File: src/rtl/ext_bus_responder_if.sv
// ext_bus_responder_if: external 16-bit bus pins plus the responder's
// word-wide SRAM port.
// Ports (signals):
//   IN_bus, IN_busActive       initiator -> responder bus data and strobe
//   OUT_bus, OUT_busOEn        responder -> initiator data and per-bit enable
//   OUT_busWait(OEn)           hold-off to the initiator and its enable
//   OUT_mem*, IN_memData       synchronous 32-bit SRAM port
// Modports: slave = responder view, master = initiator/SRAM-model view.
interface ext_bus_responder_if #(
    parameter int unsigned MEM_AW = 16
);
    logic [15:0]       IN_bus;
    logic              IN_busActive;
    logic [15:0]       OUT_bus;
    logic [15:0]       OUT_busOEn;
    logic              OUT_busWait;
    logic              OUT_busWaitOEn;
    logic [MEM_AW-1:0] OUT_memAddr;
    logic [31:0]       OUT_memData;
    logic [31:0]       IN_memData;
    logic              OUT_memCE;
    logic              OUT_memWE;
    logic [3:0]        OUT_memWM;

    modport slave (
        input  IN_bus, IN_busActive, IN_memData,
        output OUT_bus, OUT_busOEn, OUT_busWait, OUT_busWaitOEn,
        output OUT_memAddr, OUT_memData, OUT_memCE, OUT_memWE, OUT_memWM
    );

    modport master (
        output IN_bus, IN_busActive, IN_memData,
        input  OUT_bus, OUT_busOEn, OUT_busWait, OUT_busWaitOEn,
        input  OUT_memAddr, OUT_memData, OUT_memCE, OUT_memWE, OUT_memWM
    );
endinterface

File: src/rtl/ext_bus_responder.sv
// ext_bus_responder: target side of the 16-bit external memory bus.
// Decodes a two-halfword address header, holds the initiator off with
// OUT_busWait, then sinks halfwords into (write) or streams halfwords out of
// (read) a 32-bit synchronous SRAM port.
// Ports:
//   clk       bus clock
//   rst       asynchronous reset, active low
//   bus       ext_bus_responder_if.slave: bus pins and SRAM port
//   OUT_busy  high whenever the responder is not idle
module ext_bus_responder #(
    parameter int unsigned WAIT_CYCLES = 4,
    parameter int unsigned MEM_AW      = 16
) (
    input  logic               clk,
    input  logic               rst,
    ext_bus_responder_if.slave bus,
    output logic               OUT_busy
);
    localparam int unsigned CNT_W = 4;
    localparam int unsigned HA_W  = 31;
    localparam logic [CNT_W-1:0] WAIT_LAST   = CNT_W'(WAIT_CYCLES - 1);
    localparam bit               EARLY_FETCH = (WAIT_CYCLES == 2);

    typedef enum logic [2:0] {
        S_IDLE,
        S_ADDR_LO,
        S_WAIT,
        S_READ,
        S_WRITE
    } state_e;

    state_e            state_q, state_d;
    logic              dir_q, dir_d;
    logic [14:0]       hdr0_q, hdr0_d;
    logic [HA_W-1:0]   haddr_q, haddr_d;
    logic [CNT_W-1:0]  cnt_q, cnt_d;
    logic              rsel_q, rsel_d;
    logic              rsel_dly_q, rsel_dly_d;
    logic [15:0]       bus_q, bus_d;
    logic [15:0]       oen_q, oen_d;
    logic              wait_q, wait_d;
    logic [MEM_AW-1:0] addr_q, addr_d;
    logic [31:0]       wdata_q, wdata_d;
    logic              ce_q, ce_d;
    logic              we_q, we_d;
    logic [3:0]        wm_q, wm_d;
    logic              busy_q, busy_d;

    logic              fetch_c;
    logic [HA_W-1:0]   fetch_addr_c;
    logic [HA_W-1:0]   hdr_addr_c;
    logic [15:0]       rd_half_c;
    logic              fetch_window_c;

    // Halfword of the word returned for the read issued two edges ago
    assign rd_half_c  = rsel_dly_q ? bus.IN_memData[31:16] : bus.IN_memData[15:0];
    assign hdr_addr_c = {hdr0_q, bus.IN_bus};
    // Reads start two edges before busWait falls so data lands on that edge
    assign fetch_window_c = ((5'(cnt_q) + 5'd3) >= 5'(WAIT_CYCLES));

    // Next-state and output decode
    always_comb begin
        state_d      = state_q;
        dir_d        = dir_q;
        hdr0_d       = hdr0_q;
        haddr_d      = haddr_q;
        cnt_d        = cnt_q;
        rsel_d       = rsel_q;
        rsel_dly_d   = rsel_q;
        bus_d        = bus_q;
        oen_d        = oen_q;
        wait_d       = wait_q;
        addr_d       = addr_q;
        wdata_d      = wdata_q;
        ce_d         = 1'b1;
        we_d         = 1'b1;
        wm_d         = 4'b0000;
        fetch_c      = 1'b0;
        fetch_addr_c = haddr_q;

        unique case (state_q)
            S_IDLE: begin
                if (bus.IN_busActive) begin
                    dir_d   = bus.IN_bus[15];
                    hdr0_d  = bus.IN_bus[14:0];
                    state_d = S_ADDR_LO;
                end
            end
            S_ADDR_LO: begin
                if (!bus.IN_busActive) begin
                    state_d = S_IDLE;
                end else begin
                    haddr_d = hdr_addr_c;
                    wait_d  = 1'b1;
                    cnt_d   = '0;
                    state_d = S_WAIT;
                    if (!dir_q && EARLY_FETCH) begin
                        fetch_c      = 1'b1;
                        fetch_addr_c = hdr_addr_c;
                        haddr_d      = hdr_addr_c + HA_W'(1);
                    end
                end
            end
            S_WAIT: begin
                if (!bus.IN_busActive) begin
                    wait_d  = 1'b0;
                    state_d = S_IDLE;
                end else begin
                    cnt_d = cnt_q + CNT_W'(1);
                    if (!dir_q && fetch_window_c) begin
                        fetch_c = 1'b1;
                        haddr_d = haddr_q + HA_W'(1);
                    end
                    if (cnt_q == WAIT_LAST) begin
                        wait_d = 1'b0;
                        if (dir_q) begin
                            state_d = S_WRITE;
                        end else begin
                            state_d = S_READ;
                            oen_d   = 16'hffff;
                            bus_d   = rd_half_c;
                        end
                    end
                end
            end
            S_READ: begin
                if (!bus.IN_busActive) begin
                    oen_d   = 16'h0000;
                    state_d = S_IDLE;
                end else begin
                    bus_d   = rd_half_c;
                    fetch_c = 1'b1;
                    haddr_d = haddr_q + HA_W'(1);
                end
            end
            S_WRITE: begin
                if (!bus.IN_busActive) begin
                    state_d = S_IDLE;
                end else begin
                    ce_d    = 1'b0;
                    we_d    = 1'b0;
                    addr_d  = MEM_AW'(haddr_q >> 1);
                    wm_d    = haddr_q[0] ? 4'b1100 : 4'b0011;
                    wdata_d = haddr_q[0] ? {bus.IN_bus, 16'h0000} : {16'h0000, bus.IN_bus};
                    haddr_d = haddr_q + HA_W'(1);
                end
            end
            default: state_d = S_IDLE;
        endcase

        // Read issue shares the address register with writes
        if (fetch_c) begin
            ce_d   = 1'b0;
            we_d   = 1'b1;
            addr_d = MEM_AW'(fetch_addr_c >> 1);
            rsel_d = fetch_addr_c[0];
        end

        busy_d = (state_d != S_IDLE);
    end

    // State and output registers
    always_ff @(posedge clk or negedge rst) begin
        if (!rst) begin
            state_q    <= S_IDLE;
            dir_q      <= 1'b0;
            hdr0_q     <= '0;
            haddr_q    <= '0;
            cnt_q      <= '0;
            rsel_q     <= 1'b0;
            rsel_dly_q <= 1'b0;
            bus_q      <= '0;
            oen_q      <= '0;
            wait_q     <= 1'b0;
            addr_q     <= '0;
            wdata_q    <= '0;
            ce_q       <= 1'b1;
            we_q       <= 1'b1;
            wm_q       <= '0;
            busy_q     <= 1'b0;
        end else begin
            state_q    <= state_d;
            dir_q      <= dir_d;
            hdr0_q     <= hdr0_d;
            haddr_q    <= haddr_d;
            cnt_q      <= cnt_d;
            rsel_q     <= rsel_d;
            rsel_dly_q <= rsel_dly_d;
            bus_q      <= bus_d;
            oen_q      <= oen_d;
            wait_q     <= wait_d;
            addr_q     <= addr_d;
            wdata_q    <= wdata_d;
            ce_q       <= ce_d;
            we_q       <= we_d;
            wm_q       <= wm_d;
            busy_q     <= busy_d;
        end
    end

    assign bus.OUT_bus        = bus_q;
    assign bus.OUT_busOEn     = oen_q;
    assign bus.OUT_busWait    = wait_q;
    assign bus.OUT_busWaitOEn = 1'b1;
    assign bus.OUT_memAddr    = addr_q;
    assign bus.OUT_memData    = wdata_q;
    assign bus.OUT_memCE      = ce_q;
    assign bus.OUT_memWE      = we_q;
    assign bus.OUT_memWM      = wm_q;
    assign OUT_busy           = busy_q;
endmodule

File: src/flat_wrapper.sv
// flat-port wrapper written by rule: the top's interface ports become plain ports
module ext_bus_responder_flat 
#(
    parameter int unsigned WAIT_CYCLES = 4,
    parameter int unsigned MEM_AW      = 16
)
  (clk, rst, OUT_busy, bus_IN_bus, bus_IN_busActive, bus_IN_memData, bus_OUT_bus, bus_OUT_busOEn, bus_OUT_busWait, bus_OUT_busWaitOEn, bus_OUT_memAddr, bus_OUT_memData, bus_OUT_memCE, bus_OUT_memWE, bus_OUT_memWM);
  ext_bus_responder_if #(.MEM_AW(MEM_AW)) bus_i ();
  input  logic clk;
  input  logic rst;
  output logic OUT_busy;
  input wire logic [$bits(bus_i.IN_bus)-1:0] bus_IN_bus;
  input wire logic [$bits(bus_i.IN_busActive)-1:0] bus_IN_busActive;
  input wire logic [$bits(bus_i.IN_memData)-1:0] bus_IN_memData;
  output wire logic [$bits(bus_i.OUT_bus)-1:0] bus_OUT_bus;
  output wire logic [$bits(bus_i.OUT_busOEn)-1:0] bus_OUT_busOEn;
  output wire logic [$bits(bus_i.OUT_busWait)-1:0] bus_OUT_busWait;
  output wire logic [$bits(bus_i.OUT_busWaitOEn)-1:0] bus_OUT_busWaitOEn;
  output wire logic [$bits(bus_i.OUT_memAddr)-1:0] bus_OUT_memAddr;
  output wire logic [$bits(bus_i.OUT_memData)-1:0] bus_OUT_memData;
  output wire logic [$bits(bus_i.OUT_memCE)-1:0] bus_OUT_memCE;
  output wire logic [$bits(bus_i.OUT_memWE)-1:0] bus_OUT_memWE;
  output wire logic [$bits(bus_i.OUT_memWM)-1:0] bus_OUT_memWM;
  assign bus_i.IN_bus = bus_IN_bus;
  assign bus_i.IN_busActive = bus_IN_busActive;
  assign bus_i.IN_memData = bus_IN_memData;
  assign bus_OUT_bus = bus_i.OUT_bus;
  assign bus_OUT_busOEn = bus_i.OUT_busOEn;
  assign bus_OUT_busWait = bus_i.OUT_busWait;
  assign bus_OUT_busWaitOEn = bus_i.OUT_busWaitOEn;
  assign bus_OUT_memAddr = bus_i.OUT_memAddr;
  assign bus_OUT_memData = bus_i.OUT_memData;
  assign bus_OUT_memCE = bus_i.OUT_memCE;
  assign bus_OUT_memWE = bus_i.OUT_memWE;
  assign bus_OUT_memWM = bus_i.OUT_memWM;
  ext_bus_responder #(.WAIT_CYCLES(WAIT_CYCLES), .MEM_AW(MEM_AW)) u_core (.clk(clk), .rst(rst), .bus(bus_i), .OUT_busy(OUT_busy));
endmodule
File: config.mk
export PLATFORM = sky130hd
export DESIGN_NAME = ext_bus_responder_flat
export DESIGN_NICKNAME = d
export VERILOG_FILES = /design/src/rtl/ext_bus_responder_if.sv /design/src/rtl/ext_bus_responder.sv /design/src/flat_wrapper.sv
export SDC_FILE = /design/constraint.sdc
export NUM_CORES = 1
export LEC_CHECK = 0
export ABC_AREA = 0
export CAP_MARGIN = 20
export CORE_ASPECT_RATIO = 0.75
export CORE_MARGIN = 2
export CORE_UTILIZATION = 40
export CTS_CLUSTER_DIAMETER = 120
export DETAILED_ROUTE_END_ITERATION = 7
export GPL_TIMING_DRIVEN = 0
export PLACE_DENSITY = 0.76
export SLEW_MARGIN = 20
export SYNTH_ARGS = -nofsm -noshare
export SYNTH_HDL_FRONTEND = slang
export SYNTH_SLANG_ARGS = --single-unit
File: constraint.sdc
create_clock -name clk -period 6.35 [get_ports clk]
set_input_delay 1.905 -clock clk [delete_from_list [all_inputs] [get_ports clk]]
set_output_delay 1.905 -clock clk [all_outputs]
set_load 0.02 [all_outputs]
Yosys cells after proc, flatten, opt, wreduce, memory -nomap -nowiden

Index checks and enable logic that the tools add are counted.

Logic and storage cells: 97
Register bits: 144
Bits of input ports: 51

Mux-type cells: 45
Order comparisons: 1
Equal/unequal tests: 14
$add $sub $neg: 3
Reduce and logical (&&, ||, !) cells: 18

Operator list:

| kind                                                                    | count |
|---|---|
| 16-bit two-way mux                                                      | 12 |
| 31-bit two-way mux                                                      | 4 |
| 31-bit one-hot mux with 3 select lines                                  | 1 |
| 16-bit one-hot mux with 2 select lines                                  | 2 |
| 32-bit two-way mux                                                      | 1 |
| 31-bit by 1-bit adder with 31-bit output, second input constant         | 1 |
| 4-bit two-way mux                                                       | 5 |
| 3-bit two-way mux                                                       | 5 |
| 5-bit AND reduction                                                     | 3 |
| 3-bit one-hot mux with 4 select lines                                   | 1 |
| 1-bit two-way mux                                                       | 10 |
| 2-bit inequality test, second input constant                            | 5 |
| 4-bit one-hot mux with 2 select lines                                   | 1 |
| 2-bit nonzero test                                                      | 4 |
| 3-bit by 2-bit == test with 1-bit output, second input constant         | 2 |
| 2-bit by 1-bit inequality test with 1-bit output, second input constant | 3 |
| 2-bit AND reduction                                                     | 3 |
| 3-bit AND reduction                                                     | 2 |
| 3-bit nonzero test                                                      | 2 |
| 4-bit by 2-bit adder with 5-bit output, second input constant           | 1 |
| 5-bit by 3-bit >= comparator with 1-bit output, second input constant   | 1 |
| 4-bit by 1-bit adder with 4-bit output, second input constant           | 1 |
| 4-bit by 2-bit == test with 1-bit output, second input constant         | 1 |
| 1-bit one-hot mux with 2 select lines                                   | 2 |
| other kinds (8)                                                         | 8 |

Logic depth before layout (Yosys ltp)

Depth in word-level cells: 8
Gate-level depth with buffers: 8
Mapped depth without buffers: 7

Worst setup path after synthesis

No wires, ideal clock.

Kind: input to register
From: input bus_IN_busActive
To: register u_core.addr_q[10], in the netlist u_core.bus.OUT_memAddr[10]
Stages on the path: 7
Data required time: 6.225 ns
Library setup time: 0.125 ns
Path slack: 3.170 ns
Data arrival time: 3.055 ns
Cells stage by stage: and3b_1 clkbuf_1 nand2_1 nand2_1 a21oi_4 buf_12 mux2_4

Longest elaborated chain between the ends: 4
Elaborated cells between the ends (all ways): 7

Ends and longest elaborated chain:

| element                                     | RTL line                                           | RTL |
|---|---|---|
| start: declaration                          | flat_wrapper.sv:13                                 | `input wire logic [$bits(bus_i.IN_busActive)-1:0] bus_IN_busActive;` |
| 1-bit two-way mux, on equally long branches | ext_bus_responder.sv:127, ext_bus_responder.sv:105 |  |
| 1-bit one-hot mux with 2 select lines       | ext_bus_responder.sv:81                            | `unique case (state_q)` |
| 2-bit nonzero test (no line)                | n/a                                                |  |
| 2-bit AND reduction (no line)               | n/a                                                |  |
| end signal: assignment                      | ext_bus_responder.sv:192                           | `addr_q <= addr_d;` |
| end: declaration                            | ext_bus_responder.sv:42                            | `logic [MEM_AW-1:0] addr_q, addr_d;` |

Parallel ways exist; a longest one is shown, timed or not.
A chain may end at the register's enable or synchronous reset.

==> flow_metrics.env <==
export IMPL_status="finished, final reports clean"
export IMPL_hold_class="register to register"
export IMPL_cp_slowest_cell="dfrtp_1"
export IMPL_grt_pass1_wl_um=20900
export IMPL_crit_chain="buf_4, clkdlybuf4s50_1"
export IMPL_crit_path_start_kind="register"
export IMPL_fmax_mhz=268
export IMPL_clk_path_buf_depth=2
export IMPL_boundaryPins=140
export IMPL_synth_area_mm2=0.00467
export IMPL_syn_area_per_cell_um2=9.65
export IMPL_cts_resized_gates=0
export IMPL_cts_sinks=99
export IMPL_avgViaCountPerCell=5.36
export IMPL_powerDensity_mw_per_mm2=432
export IMPL_critical_path_buf_inv_count=2
export IMPL_leakage_uw=0.00279
export IMPL_r2r_end="u_core.bus.OUT_memAddr[6]"
export IMPL_dpl_hpwl_um=9430
export IMPL_slew_violations=0
export IMPL_slew_headroom_pct=42.4
export IMPL_cts_tree="done"
export IMPL_cp_top_family="buffers and inverters"
export IMPL_yosys_top_cells_area="dfrtp_1 (52%), o21ai_0 (7.8%), nand2_1 (7.7%)"
export IMPL_layout_drive_gt1_share_pct=10.0
export IMPL_cts_max_level=3
export IMPL_async_flop_share_pct=100
export IMPL_multiInputGateArea_mm2=0.00189
export IMPL_ys_seq_area_share_pct=53.1
export IMPL_synth_distinct_cells=46
export IMPL_r2r_cells=8
export IMPL_synth_area_leader_cell="dfrtp_1"
export IMPL_gp_congestion=0.886
export IMPL_dieWidth_um=129
export IMPL_seq_area_mm2=0.00248
export IMPL_die_height_um=97.6
export IMPL_holdPathStages=0
export IMPL_setup_viol_count_final=0
export IMPL_ctsHoldBuffers=0
export IMPL_r2r_start="u_core.cnt_q[0]"
export IMPL_cts_made_buffers=9
export IMPL_dr_pass1_iters=6
export IMPL_die_area_mm2=0.0126
export IMPL_drc=0
export IMPL_required_ns=4.45
export IMPL_drt_initial_drc_count=410
export IMPL_synthesis_nets=538
export IMPL_start_util_pct=40.7
export IMPL_grt_max_degree=72
export IMPL_ys_seq_elements=99
export IMPL_track_usage_pct=21.1
export IMPL_fillCellCount=968
export IMPL_diodes=0
export IMPL_final_hold_viol_count=0
export IMPL_worstSetupPathType="register to output pin"
export IMPL_rrSetupSlack_ns=3.81
export IMPL_post_cts_buffers=0
export IMPL_synth_flop_cell="dfrtp_1"
export IMPL_yosysWarnings=0
export IMPL_row_count=34
export IMPL_dp_cells=767
export IMPL_crit_path_end_kind="output pin"
export IMPL_dr_total_vias=4194
export IMPL_avgRoutedWirePerCell_um=16.3
export IMPL_period_share_pct=58.8
export IMPL_cp_max_fo=18
export IMPL_clk_latency_ns=0.35
export IMPL_worstPathArrival_ns=1.83
export IMPL_fp_coreArea_mm2=0.0115
export IMPL_dp_slack_ns=2.38
export IMPL_drv_cap=0
export IMPL_layout_commonest_cell="clkdlybuf4s50_1"
export IMPL_syn_instance_count=484
export IMPL_period_minus_slack_ns=3.73
export IMPL_fin_nets=688
export IMPL_grt_pass1_vias=4093
export IMPL_antenna_found_initial=0
export IMPL_max_stage_delay_ns=0.67
export IMPL_hp_start="u_core.rsel_dly_d"
export IMPL_numPortBuffers=138
export IMPL_clkTransAtPathRegs_ns=0.07
export IMPL_holdPathEnd="u_core.rsel_dly_q"
export IMPL_rsz0062_at_grt="no"
export IMPL_overflow=0
export IMPL_cts_root_buf="clkbuf_16"
export IMPL_setup_slack_ns=2.62
export IMPL_peakVddDrop_mv=0.187
export IMPL_ant_nets=0
export IMPL_fin_skew_ns=0.00650
export IMPL_synth_top_cell_area_share_pct=52.0
export IMPL_worst_slew_pin_slew_ns=0.864
export IMPL_area_growth_pct=40.2
export IMPL_wl_um=12700
export IMPL_layout_common_cells="clkdlybuf4s50_1 (137), dfrtp_1 (97), nand2_1 (96), o21ai_0 (73), a21oi_1 (33)"
export IMPL_final_cells=783
export IMPL_synth_edf_count=0
==> final cells by class <==
| type | count | area share [%] |
|---|---|---|
| multi-input combinational | 328 | 28.9 |
| clock inverter | 6 | 0.745 |
| buffer | 49 | 4.13 |
| sequential | 99 | 37.9 |
| clock buffer | 10 | 3.65 |
| tap | 144 | 2.75 |
| timing repair buffer | 139 | 21.5 |
| inverter | 8 | 0.459 |
==> worst reg2reg max path: stages (launching register included) <==
cell	delay, ns
dfrtp_1	0.48
inv_1	0.08
ha_1	0.21
or4b_1	0.53
a21oi_1	0.17
nor2_1	0.11
a21oi_4	0.36
buf_12	0.20
mux2_4	0.31
==> logic make-up (layout without fill, tap and decap cells) <==
group / after synthesis / in the layout / share of synthesized area, %
buf+inv: 57 / 212 / 6.43
flops: 99 / 99 / 53.1
compound gates: 134 / 134 / 16.1
fa+ha+maj: 3 / 3 / 0.804
other cells: 1 / 1 / 0.0803
simple gates: 155 / 155 / 14.8
mux: 35 / 35 / 8.71
==> power by group <==
group | switching [uW] | internal, uW | leakage (uW)
clock | 248 | 280 | 0.000132
combinational | 672 | 592 | 0.00142
sequential | 186 | 851 | 0.00124
==> flip-flops by register name, indices dropped and copies added, names as in the netlist <==
| register | count |
|---|---|
| u_core.dir_q | 1 |
| u_core.bus.OUT_bus | 16 |
| u_core.hdr0_q | 1 |
| u_core.bus.OUT_memCE | 1 |
| u_core.bus.OUT_busOEn | 1 |
| u_core.bus.OUT_memData | 32 |
| u_core.cnt_q | 4 |
| u_core.bus.OUT_memWM | 2 |
| u_core.state_q | 3 |
| u_core.rsel_dly_d | 1 |
| u_core.fetch_addr_c | 17 |
| u_core.bus.OUT_busWait | 1 |
| u_core.OUT_busy | 1 |
| u_core.bus.OUT_memWE | 1 |
| u_core.rsel_dly_q | 1 |
| u_core.bus.OUT_memAddr | 16 |
==> Yosys cell counts, types with 2 or more instances <==
master and number:
o21ai_0 73, clkbuf_1 28, dfrtp_1 97, o22ai_1 6
o22a_1 3, buf_2 2, a21oi_1 33, and2_1 2
nand4_1 7, mux2_4 9, a2bb2oi_1 2, buf_4 18
nand3_1 9, nand2_1 96, nand2b_1 3, mux2i_1 17
inv_1 7, o31ai_1 4, nor2_1 21, and4_1 6
dfstp_2 2, a21o_1 2, mux2_2 9, ha_1 3
a31oi_1 2, a22oi_1 2, nor4_1 2
==> worst max path at each step <==
stage / cells after the start / slack [ns] / startpoint / endpoint
2_1_floorplan: 7 / 3.17 / bus_IN_busActive / u_core.bus.OUT_memAddr[10]
3_3_place_gp: 1 / -0.22 / rst / u_core.bus.OUT_memData[30]
3_5_place_dp: 8 / 2.38 / bus_IN_busActive / u_core.bus.OUT_memAddr[14]
4_1_cts: 2 / 2.59 / u_core.bus.OUT_busOEn[14] / bus_OUT_busOEn[2]
5_1_grt: 2 / 2.55 / u_core.bus.OUT_busOEn[14] / bus_OUT_busOEn[2]
6_report: 2 / 2.62 / u_core.bus.OUT_busOEn[14] / bus_OUT_busOEn[2]
==> per-layer routing <==
metal  vias up  global-route usage, %  wire, um
li1       1973                      -         -
met5         -                      0         0
met2       156                   32.5      5950
met3        25                   4.74       866
met1      2040                   29.1      5640
met4         0                   7.53       288
==> per-stage QoR <==
| step | total power [uW] | TNS (ns) | hold slack [ns] | util (%) | instance area (um^2) |
|---|---|---|---|---|---|
| 2_1_floorplan | 1760 | 0 | 0.349 | - | 4670 |
| 3_3_place_gp | 2260 | -21.08 | 0.359 | 54.2 | 6230 |
| 3_5_place_dp | 2310 | 0 | 0.365 | 54.5 | 6260 |
| 4_1_cts | 2840 | 0 | 0.379 | 57.0 | 6550 |
| 5_1_grt | 3010 | 0 | 0.392 | 57.0 | 6550 |
| 6_report | 2830 | 0 | 0.377 | 57.0 | 6550 |
(Power assumes the default switching activity.)
